--- src/rtl/memory_read_sequencer_if.sv ---
// Purpose: bundles the command, memory-side and stream-side signals of the memory read sequencer.
// Latency: n/a (wiring only).
// Backpressure: iReady from the stream consumer; oValid/oData are held while stalled.
//
// Signal summary
//   command : iStart, iBaseAddress[ADDR_W], iLength[ADDR_W+1], iPortSel (0 = port a, 1 = port b)
//   memory  : oAddress[ADDR_W], oReadtoa, oReadtob, iDataOuta[DATA_W], iDataOutb[DATA_W]
//   stream  : oData[DATA_W], oValid, iReady
//   status  : oBusy, oDone, oChecksum[DATA_W] (only when CHECKSUM_EN is defined)
// modport master : the sequencer itself; modport slave : the surrounding memory/command/stream logic.
interface memory_read_sequencer_if #(
    parameter int ADDR_W = 10,
    parameter int DATA_W = 8
);
    logic              iStart;
    logic [ADDR_W-1:0] iBaseAddress;
    logic [ADDR_W:0]   iLength;
    logic              iPortSel;
    logic [ADDR_W-1:0] oAddress;
    logic              oReadtoa;
    logic              oReadtob;
    logic [DATA_W-1:0] iDataOuta;
    logic [DATA_W-1:0] iDataOutb;
    logic [DATA_W-1:0] oData;
    logic              oValid;
    logic              iReady;
    logic              oBusy;
    logic              oDone;
`ifdef CHECKSUM_EN
    logic [DATA_W-1:0] oChecksum;
`endif

    modport master (
        input  iStart, iBaseAddress, iLength, iPortSel, iDataOuta, iDataOutb, iReady,
`ifdef CHECKSUM_EN
        output oChecksum,
`endif
        output oAddress, oReadtoa, oReadtob, oData, oValid, oBusy, oDone
    );

    modport slave (
        output iStart, iBaseAddress, iLength, iPortSel, iDataOuta, iDataOutb, iReady,
`ifdef CHECKSUM_EN
        input  oChecksum,
`endif
        input  oAddress, oReadtoa, oReadtob, oData, oValid, oBusy, oDone
    );
endinterface

--- src/rtl/memory_read_sequencer.sv ---
// Purpose: drains a burst of words from the dual-output memory and streams them out in address order.
// Latency: first oValid RD_LAT+1 cycles after the accepting edge; one word per cycle sustained.
// Backpressure: strobes only issue when a buffer slot is reserved for them; stalled stream holds data.
//
// Ports
//   Clock : rising-edge clock
//   Reset : synchronous, active-low reset
//   bus   : memory_read_sequencer_if.master (command, memory strobes/data, output stream, status)
// Optional feature: define CHECKSUM_EN to add bus.oChecksum, the mod-2**DATA_W sum of the
// words transferred in the current burst (cleared on accept, final from the oDone cycle).
// FIFO_DEPTH must be at least RD_LAT+1 to sustain one word per cycle.
module memory_read_sequencer #(
    parameter int ADDR_W     = 10,
    parameter int DATA_W     = 8,
    parameter int RD_LAT     = 1,
    parameter int FIFO_DEPTH = 4
) (
    input  logic                   Clock,
    input  logic                   Reset,
    memory_read_sequencer_if.master bus
);
    localparam int CW = $clog2(FIFO_DEPTH + 1);
    localparam int PW = (FIFO_DEPTH > 1) ? $clog2(FIFO_DEPTH) : 1;

    localparam logic [1:0] IDLE  = 2'd0;
    localparam logic [1:0] ISSUE = 2'd1;
    localparam logic [1:0] DRAIN = 2'd2;
    localparam logic [1:0] DONE  = 2'd3;

    logic [1:0]        state;
    logic [ADDR_W-1:0] nextAddr;
    logic [ADDR_W-1:0] lastAddr;
    logic [ADDR_W:0]   remaining;
    logic              portSel;

    // Bit i set means a strobe issued i+1 cycles ago; the top bit marks data on the bus this cycle.
    logic [RD_LAT-1:0] captureVld;
    logic [RD_LAT-1:0] captureVldNext;

    logic [DATA_W-1:0] buffer [FIFO_DEPTH];
    logic [PW-1:0]     wrPtr;
    logic [PW-1:0]     rdPtr;
    logic [CW-1:0]     count;
    logic [CW-1:0]     countNext;
    logic [CW-1:0]     inFlight;
    logic [CW-1:0]     freeSlots;

    logic              accept;
    logic              issue;
    logic              push;
    logic              pop;
    logic              streamValid;
    logic [DATA_W-1:0] captureData;

    function automatic logic [PW-1:0] ptrInc(input logic [PW-1:0] p);
        return (p == PW'(FIFO_DEPTH - 1)) ? '0 : p + 1'b1;
    endfunction

    assign accept      = (state == IDLE) && bus.iStart && (bus.iLength != '0);
    assign streamValid = (count != '0);
    assign pop         = streamValid && bus.iReady;
    assign push        = captureVld[RD_LAT-1];
    assign captureData = portSel ? bus.iDataOutb : bus.iDataOuta;

    always_comb begin
        inFlight = '0;
        for (int i = 0; i < RD_LAT; i++) begin
            inFlight = inFlight + CW'(captureVld[i]);
        end
    end

    // A slot freed by this cycle's transfer is already reusable: the word fetched now lands
    // RD_LAT cycles later, so counting it keeps full throughput at FIFO_DEPTH = RD_LAT+1.
    assign freeSlots = CW'(FIFO_DEPTH) - count + CW'(pop);
    assign issue     = (state == ISSUE) && (freeSlots > inFlight);

    always_comb begin
        captureVldNext    = captureVld << 1;
        captureVldNext[0] = issue;
    end

    assign countNext = count + CW'(push) - CW'(pop);

    // Outside a strobe the address bus shows the most recently strobed address.
    assign bus.oAddress = issue ? nextAddr : lastAddr;
    assign bus.oReadtoa = issue && !portSel;
    assign bus.oReadtob = issue && portSel;
    assign bus.oValid   = streamValid;
    assign bus.oData    = streamValid ? buffer[rdPtr] : '0;
    assign bus.oBusy    = (state == ISSUE) || (state == DRAIN);
    assign bus.oDone    = (state == DONE);

    always_ff @(posedge Clock) begin
        if (!Reset) begin
            state      <= IDLE;
            nextAddr   <= '0;
            lastAddr   <= '0;
            remaining  <= '0;
            portSel    <= 1'b0;
            captureVld <= '0;
            wrPtr      <= '0;
            rdPtr      <= '0;
            count      <= '0;
        end else begin
            captureVld <= captureVldNext;
            count      <= countNext;
            if (push) begin
                wrPtr <= ptrInc(wrPtr);
            end
            if (pop) begin
                rdPtr <= ptrInc(rdPtr);
            end
            if (issue) begin
                lastAddr  <= nextAddr;
                nextAddr  <= nextAddr + 1'b1;
                remaining <= remaining - 1'b1;
            end
            case (state)
                IDLE: begin
                    if (accept) begin
                        state     <= ISSUE;
                        nextAddr  <= bus.iBaseAddress;
                        remaining <= bus.iLength;
                        portSel   <= bus.iPortSel;
                    end
                end
                ISSUE: begin
                    if (issue && (remaining == (ADDR_W+1)'(1))) begin
                        state <= DRAIN;
                    end
                end
                DRAIN: begin
                    // Look at next-cycle occupancy so oDone follows the last transfer directly.
                    if ((countNext == '0) && (captureVldNext == '0)) begin
                        state <= DONE;
                    end
                end
                default: begin
                    state <= IDLE;
                end
            endcase
        end
    end

    // Buffer storage needs no reset: it is only observed through oData, which is gated by oValid.
    always_ff @(posedge Clock) begin
        if (Reset && push) begin
            buffer[wrPtr] <= captureData;
        end
    end

`ifdef CHECKSUM_EN
    logic [DATA_W-1:0] checksum;

    always_ff @(posedge Clock) begin
        if (!Reset) begin
            checksum <= '0;
        end else if (accept) begin
            checksum <= '0;
        end else if (pop) begin
            checksum <= checksum + buffer[rdPtr];
        end
    end

    assign bus.oChecksum = checksum;
`endif
endmodule

--- src/flat_wrapper.sv ---
// flat-port wrapper written by rule: the top's interface ports become plain ports
module memory_read_sequencer_flat 
#(
    parameter int ADDR_W     = 10,
    parameter int DATA_W     = 8,
    parameter int RD_LAT     = 1,
    parameter int FIFO_DEPTH = 4
)
  (Clock, Reset, bus_iStart, bus_iBaseAddress, bus_iLength, bus_iPortSel, bus_iDataOuta, bus_iDataOutb, bus_iReady, bus_oAddress, bus_oReadtoa, bus_oReadtob, bus_oData, bus_oValid, bus_oBusy, bus_oDone);
  memory_read_sequencer_if #(.ADDR_W(ADDR_W), .DATA_W(DATA_W)) bus_i ();
  input  logic Clock;
  input  logic Reset;
  input wire logic [$bits(bus_i.iStart)-1:0] bus_iStart;
  input wire logic [$bits(bus_i.iBaseAddress)-1:0] bus_iBaseAddress;
  input wire logic [$bits(bus_i.iLength)-1:0] bus_iLength;
  input wire logic [$bits(bus_i.iPortSel)-1:0] bus_iPortSel;
  input wire logic [$bits(bus_i.iDataOuta)-1:0] bus_iDataOuta;
  input wire logic [$bits(bus_i.iDataOutb)-1:0] bus_iDataOutb;
  input wire logic [$bits(bus_i.iReady)-1:0] bus_iReady;
  output wire logic [$bits(bus_i.oAddress)-1:0] bus_oAddress;
  output wire logic [$bits(bus_i.oReadtoa)-1:0] bus_oReadtoa;
  output wire logic [$bits(bus_i.oReadtob)-1:0] bus_oReadtob;
  output wire logic [$bits(bus_i.oData)-1:0] bus_oData;
  output wire logic [$bits(bus_i.oValid)-1:0] bus_oValid;
  output wire logic [$bits(bus_i.oBusy)-1:0] bus_oBusy;
  output wire logic [$bits(bus_i.oDone)-1:0] bus_oDone;
  assign bus_i.iStart = bus_iStart;
  assign bus_i.iBaseAddress = bus_iBaseAddress;
  assign bus_i.iLength = bus_iLength;
  assign bus_i.iPortSel = bus_iPortSel;
  assign bus_i.iDataOuta = bus_iDataOuta;
  assign bus_i.iDataOutb = bus_iDataOutb;
  assign bus_i.iReady = bus_iReady;
  assign bus_oAddress = bus_i.oAddress;
  assign bus_oReadtoa = bus_i.oReadtoa;
  assign bus_oReadtob = bus_i.oReadtob;
  assign bus_oData = bus_i.oData;
  assign bus_oValid = bus_i.oValid;
  assign bus_oBusy = bus_i.oBusy;
  assign bus_oDone = bus_i.oDone;
  memory_read_sequencer #(.ADDR_W(ADDR_W), .DATA_W(DATA_W), .RD_LAT(RD_LAT), .FIFO_DEPTH(FIFO_DEPTH)) u_core (.Clock(Clock), .Reset(Reset), .bus(bus_i));
endmodule
--- config.mk ---
export PLATFORM = sky130hd
export DESIGN_NAME = memory_read_sequencer_flat
export DESIGN_NICKNAME = d
export VERILOG_FILES = /design/src/rtl/memory_read_sequencer_if.sv /design/src/rtl/memory_read_sequencer.sv /design/src/flat_wrapper.sv
export SDC_FILE = /design/constraint.sdc
export NUM_CORES = 1
export LEC_CHECK = 0
export CORE_MARGIN = 10
export CORE_UTILIZATION = 50
export DETAILED_ROUTE_END_ITERATION = 8
export PLACE_DENSITY = 0.77
export SLEW_MARGIN = 20
export SYNTH_ARGS = -nofsm -noshare
export SYNTH_HDL_FRONTEND = slang
export SYNTH_SLANG_ARGS = --single-unit
--- constraint.sdc ---
create_clock -name Clock -period 8.3 [get_ports Clock]
set_clock_uncertainty 0.15 [all_clocks]
set_input_delay 1.245 -clock Clock [delete_from_list [all_inputs] [get_ports Clock]]
set_output_delay 1.245 -clock Clock [all_outputs]
set_load 0.02 [all_outputs]
; ---- After elaboration in Yosys (flattened, before gate mapping)
; Memories as Yosys holds them, arrays and structs flattened. A register that Yosys moved wholly into a read port is not among the register bits.
; Index checks and enable logic that the tools add are counted.
; W data, S select, Z words.
[word_totals]
output_inout_bits = 23
memories = 1
input_bits = 42
ram_bits = 32
reg_bits = 42
word_cells = 65
[memory_table]
columns = memory, words, width, read_ports, rd_clocked_by_memory_dff, wr, line_no
row1 = u_core.buffer, 4, 8, 1, 1, 1, memory_read_sequencer.sv:40  ; logic [DATA_W-1:0] buffer [FIFO_DEPTH];
[classes]
eq_ne = 9
reduce_logical = 17
n_bitwise = 1
magnitude_cmp = 1
mux = 19
add_sub_neg = 8
[op_table]
columns = operator, count
row1 = $mux W10, 4
row2 = $mux W11, 3
row3 = $mux W8, 2
row4 = $mux W2, 7
row5 = $eq A11 B1 Y1 const B, 1
row6 = $reduce_bool A11 Y1, 1
row7 = $sub A11 B1 Y11 const B, 1
row8 = $add A10 B1 Y10 const B, 1
row9 = $logic_and A1 B1 Y1, 9
row10 = $eq A2 B2 Y1 const B, 4
row11 = $add A3 B1 Y3, 2
row12 = $pmux W2 S3, 1
row13 = $add A2 B1 Y2 const B, 2
row14 = $ne A2 B2 Y1 const B, 2
row15 = $gt A3 B1 Y1, 1
row16 = $logic_not A3 Y1, 1
row17 = $reduce_and A3 Y1, 1
row18 = $reduce_bool A3 Y1, 1
row19 = $sub A3 B1 Y3, 1
row20 = $sub A3 B3 Y3 const A, 1
row21 = $eq A2 B1 Y1 const B, 1
row22 = $logic_not A2 Y1, 1
row23 = $mux W1, 2
row24 = $ne A2 B1 Y1 const B, 1
row25 = other kinds (4), 4

; ---- Logic depth before layout (Yosys ltp)
; Gate-level depths: netlist of the first run.
[depth]
ltp_word = 9
ltp_mapped = 12
depth_no_buf = 11

; ---- Worst setup path after synthesis of the first run
; OpenSTA, ideal clock, no wires.
[synth_path]
path_type = input-to-output
startpoint = in bus_iReady
endpoint = out bus_oReadtoa
t_arrival_ns = 3.016
slack_ns = 3.889
path_buffers = 1
required_time_ns = 6.905
path_stages = 7
cell_sequence = nand2_1 > ha_1 > ha_1 > o21bai_1 > o21ai_0 > clkbuf_1 > nor2_1
[synth_via]
elab_chain_len = 5
[synth_rtl]
columns = item, line_no
row1 = "start, declared", flat_wrapper.sv:19  ; input wire logic [$bits(bus_i.iReady)-1:0] bus_iReady;
row2 = $logic_and A1 B1 Y1, memory_read_sequencer.sv:61  ; assign pop = streamValid && bus.iReady;
row3 = $add A3 B1 Y3, memory_read_sequencer.sv:74  ; assign freeSlots = CW'(FIFO_DEPTH) - count + CW'(pop);
row4 = $gt A3 B1 Y1, memory_read_sequencer.sv:75  ; assign issue = (state == ISSUE) && (freeSlots > inFlight);
row5 = $logic_and A1 B1 Y1, memory_read_sequencer.sv:75
row6 = $logic_and A1 B1 Y1, memory_read_sequencer.sv:86  ; assign bus.oReadtoa = issue && !portSel;
row7 = "end, declared", flat_wrapper.sv:21  ; output wire logic [$bits(bus_i.oReadtoa)-1:0] bus_oReadtoa;
; No other way between the ends.

; ---- Worst setup path after layout of the first run
[layout_path]
startpoint = in bus_iReady
endpoint = out bus_oAddress[2]
[layout_via]
elab_chain_len = 5
[layout_rtl]
columns = item, line_no
row1 = $logic_and A1 B1 Y1, memory_read_sequencer.sv:61
row2 = $add A3 B1 Y3, memory_read_sequencer.sv:74
row3 = $gt A3 B1 Y1, memory_read_sequencer.sv:75
row4 = $logic_and A1 B1 Y1, memory_read_sequencer.sv:75
row5 = $mux W10, memory_read_sequencer.sv:85  ; assign bus.oAddress = issue ? nextAddr : lastAddr;
row6 = "end, declared", flat_wrapper.sv:20  ; output wire logic [$bits(bus_i.oAddress)-1:0] bus_oAddress;
; No other way between the ends.

==> out/metrics.csv, run 1 <==
metric,value,unit
number of max-slew violations in the final report,0,
Vias/cell,5.177,
Placer Congestion,0.7944,
# IOs,65,
nets@finish,456,
fmax,0.1726,GHz
met1 Resource Use GR,16.03,%
Reg-to-Reg Start,u_core.count[1]$_SDFF_PN0_,
Setup Buffers After CTS,0,
maximum root-to-sink buffer count,2,
clock-pin slew on the worst setup and hold paths,0.08,ns
Leak,1.650,nW
ys async rst share,0,%
Die W,104.4,microns
DP HPWL,5531,microns
clk sinks,76,
RSZ-0062 raised after global routing,false,
Netlist cell types,36,
cell area power density,309.6,nW/um^2
Post-CTS Hold Fix Bufs,0,
critical path class,in2out,
gr ovfl total,0,
initial antenna violation count,0,
sw power,0.5343,mW
Reg power frac,38.6,%
Final Hold Viols,0,
crit-path max FO,22,
Worst Hold Path Cells,2,
Rows,30,
Clock Latency Late Sink,0.35,ns
Core ar.,6869,sq um
outcome,"complete, no violations",
Cells after Synth,334,
Final period util,69.80,%
critical path required time,6.90,ns
maximum VDD drop,0.1404,mV
Tmin final,5.793,ns
layout cells sized above 1,9.000,%
sequential element share of the synthesized area,51.69,%
Worst setup SP type,input pin,
CTS tree,done,
largest net degree at the start of global routing,43,
DR vias,2568,
Initial Utilization,51.88,%
Crit-path slowest cell,o21a_1,
CP most frequent cell,nand2_1,
1st-iter DRT viols,83,
vias in the first global route,2614,
H-Tree Depth,3,
main flop type after synthesis,dfxtp_1,
peak per-stage delay on the critical path,0.68,ns
max-cap viol count,0,
HP Start,u_core.lastAddr[2]$_SDFF_PN0_,
"FF+latch count, synth",76,
PortBufs,64,
worst reg2reg endpoint,u_core.state[0]$_SDFFE_PN0P_,
r2r setup slk,4.61,ns
Setup TNS Final,0,ns
met2 Resource Use GR,22.56,%
Post-Route WL,7457,microns
Post-Syn Area per Cell,10.67,sq um
"EDFF count, synth",32,
relative slew slack,49.21,%
Post-Place Cells,480,
most frequent cells in the layout,"64 x clkdlybuf4s50_1, 49 x nand2_1, 44 x dfxtp_1",
Syn Std Cell Area,3563,sq um
"Net Count, Synth",395,
clock power share,18.6,%
# fillers,546,
Worst R2R Path Depth,10,
Post-CTS Resized,0,
GRT Total Usage,13.75,%
"Arr. time, crit path",4.40,ns
first-pass GRT wire length,12460,microns
drt drc,0,
CTS Buf Count,9,
cells along the critical path,clkdlybuf4s50_1 -> nand2_1 -> ha_1 -> ha_1 -> o21bai_1 -> o21a_1 -> nand2_1 -> nand2_1 -> clkdlybuf4s50_1,
global routing's busiest layer,met2,
Root Driver,clkbuf_8,
die area,10900,sq um
Switching Share,38.69,%
area growth from synthesis to layout,25.18,%
"commonest non-fill, non-tap cell in the layout",clkdlybuf4s50_1,
Die H,104.4,microns
1st-pass router iterations,4,
yosys warns,0,
Antenna Nets Post-Route,0,
met3 global-route usage,4.213,%
Antenna Cells,0,
fin cells,496,
internal power,0.8468,mW
Slew @ Worst Pin,0.7619,ns
worst hold path type,reg2reg,
Hold Crit Endpoint,u_core.lastAddr[2]$_SDFF_PN0_,
routed len/inst,15.03,microns
final setup violation count,0,
Combinational Power Share,42.8,%
crit path capture type,primary output,
-- flip-flops by register name, indices dropped and copies added, names as in the netlist, named ones only --
| signal | flops |
|---|---|
| u_core.nextAddr | 10 |
| u_core.buffer | 32 |
| u_core.lastAddr | 10 |
| u_core.count | 3 |
| u_core.rdPtr | 2 |
| u_core.portSel | 1 |
| u_core.captureVld | 1 |
| u_core.wrPtr | 2 |
| u_core.remaining | 11 |
| u_core.state | 2 |
-- power by group through the flow --
stage                     Clock, mW  Combinational [mW]  Sequential, mW
after floorplan                   0               0.419           0.513
after global placement            0               0.580           0.538
after detailed placement          0               0.595           0.541
after CTS                     0.262               0.597           0.533
after global routing          0.277               0.663           0.545
final                         0.257               0.591           0.533
-- worst max-delay path: cells and delay by family --
| kind | cells | cell delay (ns) |
|---|---|---|
| simple gates | 3 | 0.38 |
| fa+ha+maj | 2 | 0.60 |
| compound gates | 2 | 1.11 |
| buf+inv | 2 | 1.06 |
-- cells in the mapped netlist (8+ instances only) --
cell type	n	area, sq um
clkbuf_1	15	56.30
nor2_1	16	60.06
nand2_1	50	187.7
xnor2_1	12	105.1
ha_1	18	225.2
and2_1	24	150.1
dfxtp_1	44	880.8
inv_1	14	52.55
mux4_2	8	180.2
mux2_2	8	90.09
a21oi_1	18	90.09
o21ai_0	14	70.07
edfxtp_1	32	960.9
xor2_1	9	78.83
-- cells by family (layout without fill, tap and decap cells) --
family	count (synthesis)	in the layout	synth area share, %
muxes	19	19	8.427
adders and majority gates	19	19	6.882
AOI/OAI and AO/OA	52	52	8.919
buffers and inverters	30	96	3.195
and+or+nand+nor	117	117	15.73
DFF	76	76	51.69
xor gates and xnor gates	21	21	5.162
-- layout make-up --
class / count / area, sq um / area share, %
Inverter: 14 / 52.55 / 1.178
Sequential cell: 76 / 1842 / 41.29
Tap cell: 96 / 120.1 / 2.693
Clock buffer: 9 / 123.9 / 2.777
Timing Repair Buffer: 66 / 655.6 / 14.70
Clock inverter: 7 / 56.30 / 1.262
Multi-Input combinational cell: 228 / 1610 / 36.10
-- through the flow --
step | power, mW | util [%] | setup WS, ns | hold WS (ns) | area, sq um
CTS | 1.392 | 64.90 | 2.485 | 0.3263 | 4458
finish | 1.381 | 64.94 | 2.507 | 0.3245 | 4461
floorplan | 0.9313 | - | 3.889 | 0.2943 | 3563
global placement | 1.119 | 62.28 | 2.582 | 0.3100 | 4278
global route | 1.484 | 64.94 | 2.225 | 0.3575 | 4461
detailed placement | 1.136 | 62.28 | 2.473 | 0.3148 | 4278
-- metal layers --
metal | vias to the layer above | share of wire, %
met5 | - | 0
met4 | 0 | 2.0
met3 | 13 | 5.7
met2 | 67 | 48
met1 | 1191 | 44
li1 | 1297 | -
-- how the worst max path moves through the flow --
| stage | depth (start not counted) | endpoint | start | slack, ns |
|---|---|---|---|---|
| floorplan | 7 | bus_oReadtoa | bus_iReady | 3.89 |
| global placement | 9 | bus_oAddress[2] | bus_iReady | 2.58 |
| detailed placement | 9 | bus_oAddress[2] | bus_iReady | 2.47 |
| CTS | 9 | bus_oAddress[2] | bus_iReady | 2.48 |
| global route | 9 | bus_oAddress[2] | bus_iReady | 2.22 |
| finish | 9 | bus_oAddress[2] | bus_iReady | 2.51 |
No activity file was read; power rests on OpenSTA's default activity.
==> run 2, diff against run 1 <==
CORE_UTILIZATION = 47   (was 50)
PLACE_DENSITY = 0.76   (was 0.77)
clock period = 5 ns   (was 8.3 ns; I/O delays follow)
==> run 2 against run 1 <==
Effect of this change:
- worst hold slack got worse by 0.0055 ns
- wire length decreased by 1.6%
- core utilization decreased by 3.2 points
- count of clock-buffer cells in the layout unchanged
- flip-flop and latch count unchanged
- clock power increased by 100%
- critical endpoint unchanged
- die area increased by 5.2%
- largest cell class unchanged
- first-iteration DRC count increased by 14%
- worst setup slack got worse by 1.9 ns
- largest power group unchanged
- critical path type is now reg2out
==> out/metrics.csv, run 2 (same netlist as run 1, synthesis figures left out) <==
metric,value,unit
outcome,"complete, no violations",
area of the multi-input gates,1610,sq um
1st-iter DRT viols,95,
Initial Utilization,48.61,%
Clock Latency Late Sink,0.35,ns
Final Hold Viols,0,
Root Driver,clkbuf_8,
Die W,107.1,microns
"commonest non-fill, non-tap cell in the layout",clkdlybuf4s50_1,
initial antenna violation count,0,
Worst setup SP type,register,
gr ovfl total,0,
nets@finish,459,
RSZ-0062 raised after global routing,false,
crit path capture type,primary output,
cell area power density,535.2,nW/um^2
Final period util,87.40,%
Antenna Nets Post-Route,0,
"Arr. time, crit path",3.47,ns
H-Tree Depth,3,
crit-path max FO,13,
number of max-slew violations in the final report,0,
first-pass GRT wire length,12480,microns
CTS tree,done,
drt drc,0,
Post-Place Cells,486,
Die H,107.1,microns
GRT Total Usage,13.35,%
max-cap viol count,0,
critical path required time,4.10,ns
die area,11470,sq um
number of flip-flops in the largest register,32,
Leak,1.684,nW
clk sinks,76,
fin cells,502,
maximum root-to-sink buffer count,2,
vias in the first global route,2673,
largest net degree at the start of global routing,43,
Slew @ Worst Pin,0.6580,ns
most frequent cells in the layout,"64 x clkdlybuf4s50_1, 49 x nand2_1, 44 x dfxtp_1",
Tmin final,4.370,ns
DR vias,2553,
Post-CTS Resized,0,
layout cells sized above 1,9.677,%
Post-Route WL,7338,microns
relative slew slack,55.98,%
Post-CTS Hold Fix Bufs,0,
Core ar.,7331,sq um
top flop regs,"u_core.buffer (32), u_core.remaining (11)",
Setup Buffers After CTS,0,
worst hold path type,reg2reg,
Antenna Cells,0,
# fillers,591,
area growth from synthesis to layout,27.11,%
register with the most flip-flops,u_core.buffer,
Rows,31,
PortBufs,64,
# IOs,65,
DP HPWL,5443,microns
CTS Buf Count,9,
critical path class,reg2out,
fmax,0.2288,GHz
Setup TNS Final,0,ns
Placer Congestion,0.7956,
final setup violation count,0,
clock-pin slew on the worst setup and hold paths,0.08,ns
Sequential cell area,1842,sq um
maximum VDD drop,0.2859,mV
1st-pass router iterations,4,
Vias/cell,5.086,
routed len/inst,14.62,microns
-- run 2: power breakdown --
group / switching, mW / leakage (nW) / total (mW) / internal, mW
Clock: 0.235 / 0.110 / 0.519 / 0.284
Sequential: 0.113 / 0.650 / 0.879 / 0.766
Combinational: 0.540 / 0.924 / 1.03 / 0.486
-- run 2: final timing paths --
path                                 startpoint                            end  slack, ns  depth (start not counted)
hold / removal    u_core.lastAddr[2]$_SDFF_PN0_  u_core.lastAddr[2]$_SDFF_PN0_       0.32                          2
setup / recovery     u_core.count[1]$_SDFF_PN0_                bus_oAddress[2]       0.63                         10
setup reg to reg     u_core.count[1]$_SDFF_PN0_   u_core.state[1]$_SDFFE_PN0P_       1.44                         11
hold reg to reg   u_core.lastAddr[2]$_SDFF_PN0_  u_core.lastAddr[2]$_SDFF_PN0_       0.32                          2
-- run 2: cell type report --
| cell class | count | area share [%] |
|---|---|---|
| clock buffer | 9 | 2.735 |
| clock inverter | 7 | 2.182 |
| inverter | 14 | 1.160 |
| multi-input combinational | 228 | 35.55 |
| sequential | 76 | 40.66 |
| tap | 99 | 2.735 |
| timing repair buffer | 69 | 14.97 |
-- run 2: through the flow --
stage	setup WS, ns	cell area [sq um]	total power, mW	util (%)	hold slack (ns)
finish	0.6300	4529	2.424	61.79	0.3190
global route	0.3357	4529	2.605	61.79	0.3620
CTS	0.5647	4527	2.453	61.75	0.3221
detailed placement	0.6517	4304	1.930	58.71	0.3108
global placement	0.6727	4304	1.909	58.71	0.3082
floorplan	1.407	3563	1.546	-	0.2943
-- run 2: worst max-delay path, stage by stage, from the launching register on --
cell and delay, ns:
dfxtp_1 0.33, or3_1 0.53, nand2_1 0.21, ha_1 0.26
ha_1 0.27, o21bai_1 0.14, buf_4 0.16, o21a_1 0.40
nand2_1 0.13, nand2_1 0.08, clkdlybuf4s50_1 0.60
-- run 2: metal layers --
layer	share of wire, %	track usage (%)
met5	0	0
met3	7.4	4.671
met1	44	15.71
met4	1.2	4.739
met2	47	22.03
